--- src/rtl/dmem_bridge_pkg.sv ---
// Shared types and sizing helpers for the data-memory bridge.
// XLEN normally comes from the core's global defines; fall back to RV32.
`ifndef XLEN
`define XLEN 32
`endif

package dmem_bridge_pkg;

    typedef enum logic [1:0] {
        IDLE   = 2'd0,
        REQ    = 2'd1,
        WAIT_R = 2'd2
    } state_e;

    // Timeout counter width for a given limit: $clog2(limit + 1).
    function automatic int unsigned timeout_cnt_width(input int unsigned limit);
        return $clog2(limit + 1);
    endfunction

endpackage

--- src/rtl/dmem_timeout_cnt.sv ---
// Per-state watchdog: counts enabled cycles and pulses expire_o on the cycle the count
// would reach Limit. A clear in the same cycle takes priority over expiry.
module dmem_timeout_cnt
    import dmem_bridge_pkg::*;
#(
    parameter int unsigned Limit = 255
) (
    input  logic clk_i,
    input  logic resetn_i,
    input  logic clear_i,
    input  logic enable_i,
    output logic expire_o
);

    localparam int unsigned CntW = timeout_cnt_width(Limit);
    localparam logic [CntW-1:0] LastVal = CntW'(Limit - 1);

    logic [CntW-1:0] cnt_q, cnt_d;

    assign expire_o = enable_i && !clear_i && (cnt_q == LastVal);

    always_comb begin
        cnt_d = cnt_q;
        if (clear_i || expire_o) begin
            cnt_d = '0;
        end else if (enable_i) begin
            cnt_d = cnt_q + 1'b1;
        end
    end

    always_ff @(posedge clk_i or negedge resetn_i) begin
        if (!resetn_i) begin
            cnt_q <= '0;
        end else begin
            cnt_q <= cnt_d;
        end
    end

endmodule

--- src/rtl/dmem_bridge.sv ---
// Data-memory bridge: turns single-cycle load/store requests from the memory stage into
// req/gnt/rvalid bus transactions, halting the pipeline while one is outstanding.
module dmem_bridge
    import dmem_bridge_pkg::*;
#(
    parameter int unsigned TIMEOUT_CYCLES = 255
) (
    input  logic              clk_i,
    input  logic              resetn_i,
    input  logic [`XLEN-1:0]  mem_addr_i,
    input  logic              mem_read_en_i,
    input  logic              mem_write_en_i,
    input  logic [`XLEN-1:0]  mem_write_data_i,
    output logic [`XLEN-1:0]  mem_read_data_o,
    output logic              halt_o,
    output logic              err_o,
    output logic              bus_req_o,
    output logic              bus_we_o,
    output logic [`XLEN-1:0]  bus_addr_o,
    output logic [`XLEN-1:0]  bus_wdata_o,
    input  logic              bus_gnt_i,
    input  logic              bus_rvalid_i,
    input  logic [`XLEN-1:0]  bus_rdata_i
);

    state_e             state_q;
    logic               we_q;
    logic [`XLEN-1:0]   addr_q;
    logic [`XLEN-1:0]   wdata_q;
    logic [`XLEN-1:0]   rdata_q;
    logic               halt_q;
    logic               err_q;
    logic               req_q;

    logic               cnt_clear;
    logic               cnt_en;
    logic               expire;

    // Clear on every state change so each state gets its own full timeout window.
    assign cnt_en    = (state_q != IDLE);
    assign cnt_clear = (state_q == IDLE)
                    || (state_q == REQ    && bus_gnt_i)
                    || (state_q == WAIT_R && bus_rvalid_i);

    dmem_timeout_cnt #(
        .Limit(TIMEOUT_CYCLES)
    ) u_timeout_cnt (
        .clk_i   (clk_i),
        .resetn_i(resetn_i),
        .clear_i (cnt_clear),
        .enable_i(cnt_en),
        .expire_o(expire)
    );

    always_ff @(posedge clk_i or negedge resetn_i) begin
        if (!resetn_i) begin
            state_q <= IDLE;
            we_q    <= 1'b0;
            addr_q  <= '0;
            wdata_q <= '0;
            rdata_q <= '0;
            halt_q  <= 1'b0;
            err_q   <= 1'b0;
            req_q   <= 1'b0;
        end else begin
            err_q <= 1'b0;
            unique case (state_q)
                IDLE: begin
                    // A simultaneous read and write is treated as a write.
                    if (mem_write_en_i || mem_read_en_i) begin
                        we_q    <= mem_write_en_i;
                        addr_q  <= mem_addr_i;
                        wdata_q <= mem_write_data_i;
                        req_q   <= 1'b1;
                        halt_q  <= 1'b1;
                        state_q <= REQ;
                    end
                end
                REQ: begin
                    if (bus_gnt_i) begin
                        req_q <= 1'b0;
                        if (we_q) begin
                            halt_q  <= 1'b0;
                            state_q <= IDLE;
                        end else begin
                            state_q <= WAIT_R;
                        end
                    end else if (expire) begin
                        req_q   <= 1'b0;
                        halt_q  <= 1'b0;
                        err_q   <= 1'b1;
                        state_q <= IDLE;
                        if (!we_q) begin
                            rdata_q <= '0;
                        end
                    end
                end
                WAIT_R: begin
                    if (bus_rvalid_i) begin
                        rdata_q <= bus_rdata_i;
                        halt_q  <= 1'b0;
                        state_q <= IDLE;
                    end else if (expire) begin
                        rdata_q <= '0;
                        halt_q  <= 1'b0;
                        err_q   <= 1'b1;
                        state_q <= IDLE;
                    end
                end
                default: begin
                    req_q   <= 1'b0;
                    halt_q  <= 1'b0;
                    state_q <= IDLE;
                end
            endcase
        end
    end

    assign mem_read_data_o = rdata_q;
    assign halt_o          = halt_q;
    assign err_o           = err_q;
    assign bus_req_o       = req_q;
    assign bus_we_o        = we_q;
    assign bus_addr_o      = addr_q;
    assign bus_wdata_o     = wdata_q;

endmodule

--- config.mk ---
export PLATFORM = sky130hd
export DESIGN_NAME = dmem_bridge
export DESIGN_NICKNAME = d
export VERILOG_FILES = /design/src/rtl/dmem_bridge_pkg.sv /design/src/rtl/dmem_timeout_cnt.sv /design/src/rtl/dmem_bridge.sv
export SDC_FILE = /design/constraint.sdc
export NUM_CORES = 1
export LEC_CHECK = 0
export ABC_AREA = 1
export CORE_MARGIN = 2
export CORE_UTILIZATION = 46
export DETAILED_ROUTE_END_ITERATION = 6
export PLACE_DENSITY_LB_ADDON = 0.15
export SETUP_SLACK_MARGIN = 0.02
export SYNTH_ARGS = -nofsm -noshare
export SYNTH_HDL_FRONTEND = slang
export SYNTH_SLANG_ARGS = --single-unit
--- constraint.sdc ---
create_clock -name clk_i -period 2.95 [get_ports clk_i]
set_input_delay 0.59 -clock clk_i [delete_from_list [all_inputs] [get_ports clk_i]]
set_output_delay 0.59 -clock clk_i [all_outputs]
set_load 0.02 [all_outputs]
# Word level (Yosys, flattened, before mapping)
# Index checks and enable logic that the tools add are counted.
# totals
register_bits,110
input_bits,102
out_inout_bits,100
# op_classes
addsub,1
eq_ne,10
n_mux,27
n_bitwise,1
n_reduce_logical,17
# op_table
cell,n
2-to-1 mux 32 bit,5
case mux 32 bit (2 select lines),1
2-to-1 mux 8 bit,2
2-to-1 mux 1 bit,10
2-to-1 mux 2 bit,5
adder 8 x 1 -> 8 bit (second input constant),1
== test 8 bit (second input constant),1
inequality test 3 x 2 -> 1 bit (second input constant),2
case mux 1 bit (3 select lines),2
case mux 2 bit (3 select lines),1
nonzero test 2 bit,3
AND reduction 5 bit,1
logical AND 1 bit,4
logical OR 1 bit,4
inequality test 2 x 1 -> 1 bit (second input constant),2
inequality test 2 bit (second input constant),2
AND reduction 2 bit,2
inequality test 3 bit (second input constant),1
AND reduction 3 bit,1
== test 2 x 1 -> 1 bit (second input constant),1
== test 2 bit (second input constant),1
zero test 2 bit,1
case mux 1 bit (2 select lines),1
zero test 1 bit,1
inverter 1 bit,1

# Logic depth before layout (Yosys ltp)
# logic_depth
ltp_word,10
mapped_depth,11

# Hierarchy
# From an unflattened synthesis, not the netlist that was laid out.
# hier_totals
hier_cells,613
hier_area_um2,5014.8
# modules_own_cells
module,n_inst,cells_per_inst,area_each_um2
dmem_bridge,1,544,4498.1
dmem_timeout_cnt,1,69,516.7

# Worst setup path before layout
# OpenSTA, ideal clock, no wires.
# synth_path
path_kind,flip-flop to flip-flop
start,register state_q[1]
end,"register rdata_q[0], in the netlist mem_read_data_o[0]"
setup_time_ns,0.117
t_arrival_ns,1.442
slack_ns,1.391
path_stages_with_launch,12
path_buffers,1
path_cell_list,dfrtp_1 > inv_1 > ha_1 > nand2_1 > nand2_1 > nor2_4 > nand3_4 > nand2_2 > nand2_4 > buf_6 > nand2_2 > o21ai_2
# synth_via
elab_chain_len,9
# synth_lines
element,line,source
"start, declared",dmem_bridge.sv:26,state_e state_q;
"start signal, assigned",dmem_bridge.sv:57,state_q <= IDLE;
"start signal, assigned",dmem_bridge.sv:76,state_q <= REQ;
"start signal, assigned",dmem_bridge.sv:84,state_q <= IDLE;
== test 2 x 1 -> 1 bit,"dmem_bridge.sv:42, dmem_bridge.sv:67",
logical AND 1 bit,dmem_bridge.sv:42,|| (state_q == REQ && bus_gnt_i)
logical OR 1 bit,dmem_bridge.sv:42,
logical OR 1 bit,dmem_bridge.sv:43,|| (state_q == WAIT_R && bus_rvalid_i);
zero test 1 bit,dmem_timeout_cnt.sv:20,assign expire_o = enable_i && !clear_i && (cnt_q == LastVal);
logical AND 1 bit (2 in a row),dmem_timeout_cnt.sv:20,
inequality test 3 x 2 -> 1 bit (no line) / inequality test 2 x 1 -> 1 bit (equally long branches),-,
AND reduction 5 bit (no line),-,
"end signal, assigned",dmem_bridge.sv:100,rdata_q <= bus_rdata_i;
"end, declared",dmem_bridge.sv:30,logic [`XLEN-1:0] rdata_q;
# Several ways; a longest one is shown, not always the timed one.
# A chain may end at the register's enable or synchronous reset.

# Worst setup path in the final report
# layout_path
start,"register we_q, in the netlist bus_we_o"
end,output bus_we_o
# layout_rtl
element,line,source
"start, declared",dmem_bridge.sv:27,logic we_q;
"start signal, assigned",dmem_bridge.sv:71,we_q <= mem_write_en_i;
"end, declared",dmem_bridge.sv:18,"output logic bus_we_o,"
# No word-level cell between the ends.

==> impl_metrics.tcl <==
set metrics [dict create \
    status "complete, no violations" \
    timing.fmax_mhz 486 \
    grt_antenna_before_repair 0 \
    cts_sinks 110 \
    critPathMaxFanout 5 \
    synth-main-ff-cell "dfrtp_1" \
    peakVddDrop_v 0.000595 \
    dieArea_um2 11000 \
    cts_inserted_buffers 9 \
    dp.cells 827 \
    async_reset_ff_frac 1.00 \
    die_y_um 105 \
    fin_crit_sh 0.697 \
    ant_nets 0 \
    synth_cells 510 \
    whs_ps 238 \
    die_w_um 105 \
    cp.arrival_ps 1470 \
    grt_pass1_wl_um 19500 \
    fin_area_um2 6970 \
    hpwl_um 8670 \
    timing.critical_path.from_type "register" \
    drt_wl_total_um 11800 \
    tightest_slew_ps 655 \
    crit_family "buffers and inverters" \
    synth.yosys.seq_area_share 0.588 \
    slew-limit-headroom 0.563 \
    final_cells 842 \
    fin_crit_ps 2060 \
    setup_viol 0 \
    row_count 36 \
    synth_seq_cells 110 \
    synth_edf_count 0 \
    worstPathCellList "clkdlybuf4s50_1" \
    drive_gt1_frac 0.128 \
    area_growth_pct 48.9 \
    grt_usage 0.222 \
    viasPerCell 4.73 \
    globalplace.congestion 0.832 \
    grt_overflow 0 \
    synth.distinct_cells 23 \
    fin_tns_setup_ps 0 \
    wl_per_cell_um 14.0 \
    setup.worst_path.end_class "primary output" \
    reg2regPathDepth 11 \
    yosys_warnings 0 \
    cts-resized-gates 0 \
    power_leakage_uw 0.00323 \
    min_path_type "in2async" \
    finalMaxSlewViolations 0 \
    fin_skew_ps 4.80 \
    drt_iter0_drc 189 \
    grt_setup_unrepaired "false" \
    nets 813 \
    drc 0 \
    grt_pass1_vias 3930 \
    io_buffers 201 \
    diodes 0 \
    crit_required_ps 2360 \
    path_clk_slew_ps 90 \
    grt_max_degree 67 \
    power.density_nw_per_um2 990 \
    yosysTopAreaCell "dfrtp_1" \
    maxCapViolations 0 \
    syn_avg_cell_area_um2 9.18 \
    clkLatencyLatePin_ps 360 \
    crit_buf_inv 1 \
    synth_area_um2 4680 \
    htreeDepth 3 \
    tritoncts "yes" \
    core_area_um2 9820 \
    max_stage_delay_ps 650 \
    cp_num_cells 1 \
    start_util 0.477 \
    synth_top_area_frac 0.588 \
    hold_violations 0 \
    io_pins 202 \
    critPathKind "reg2out" \
    cts_buffer_depth 2 \
    holdBufCountCts 0 \
    post-cts-setup-buffers 0 \
    cpMaxStageDelayCell "clkdlybuf4s50_1" \
    synthTopCellsByArea "dfrtp_1, nand2_1, o21ai_2" \
    num_vias 3979 \
    synth_fp_nets 618 \
    drt_first_pass_iters 4 \
    cts_root_buf "clkbuf_8" \
    post_dp_cell_area_um2 6800 \
]
==> final cells by class <==
type	count	area (um2)
timing repair buffer	207	2090
clock inverter	1	5.00
sequential	110	2750
multi-input combinational	364	1740
tap	133	166
inverter	13	48.8
clock buffer	14	163
fill	774	2850
==> final timing paths <==
path	slack [ps]	startpoint	end
max in group asynchronous	1980	resetn_i	mem_read_data_o[21]$_DFFE_PN0P_
min in group clk_i	480	bus_addr_o[1]$_DFFE_PN0P_	bus_addr_o[1]$_DFFE_PN0P_
setup reg to reg	910	state_q[1]$_DFFE_PN0P_	mem_read_data_o[6]$_DFFE_PN0P_
hold reg to reg	480	bus_addr_o[1]$_DFFE_PN0P_	bus_addr_o[1]$_DFFE_PN0P_
hold / removal	240	resetn_i	mem_read_data_o[24]$_DFFE_PN0P_
setup / recovery	890	bus_we_o$_DFFE_PN0P_	bus_we_o
==> sequential cells by signal (all words and copies together) (netlist names) <==
| signal | count |
|---|---|
| bus_req_o | 1 |
| state_q | 2 |
| bus_we_o | 1 |
| err_o | 1 |
| halt_o | 1 |
| bus_wdata_o | 32 |
| u_timeout_cnt.cnt_q | 8 |
| mem_read_data_o | 32 |
| bus_addr_o | 32 |
==> cells in the final DEF (no fill, tap or decap), types with 4 or more instances in the layout <==
cell / instances
nor2_1: 15
inv_2: 4
dfrtp_1: 110
clkdlybuf4s50_1: 200
nand2_2: 30
nand3_1: 6
buf_4: 4
inv_1: 9
nand2_1: 259
o21ai_2: 32
clkbuf_8: 11
ha_1: 6
==> cell usage after synthesis (all sizes together), types with 3 or more instances <==
cell type,count
buf,17
clkbuf,6
dfrtp,110
ha,6
inv,13
nand2,290
nand3,7
nor2,18
nor3b,3
o21ai,34
==> where the power goes <==
part | switching [uW] | internal, uW | leakage [uW]
sequential | 363 | 2090 | 0.00142
combinational | 2090 | 1540 | 0.00173
clock | 464 | 350 | 0.0000865
total | 2910 | 3980 | 0.00323
==> metal layers <==
metal  global-route usage  up-vias  share of wire
met5                    0        -              0
met4               0.0962        0          0.025
met3               0.0742       19          0.092
met2                0.350      160           0.48
met1                0.280     1851           0.40
li1                     -     1949              -
==> kinds of logic (layout without fill, tap and decap cells) <==
family                   Yosys count  count (layout)  synth area share
AND/OR/NAND/NOR                  320             320             0.285
flip-flops                       110             110             0.588
AO/OA/AOI/OAI                     36              36            0.0657
buffers and inverters             36             235            0.0414
adder cells (fa/ha/maj)            6               6            0.0160
XOR/XNOR                           2               2           0.00374
==> through the flow <==
stage	power [uW]	setup slack, ps	utilization
detailed placement	6150	607	0.693
global placement	6040	673	0.693
floorplan	4510	1390	-
global route	7380	766	0.710
finish	6900	894	0.710
CTS	6980	872	0.710
Power figures use the tool's default switching activity.
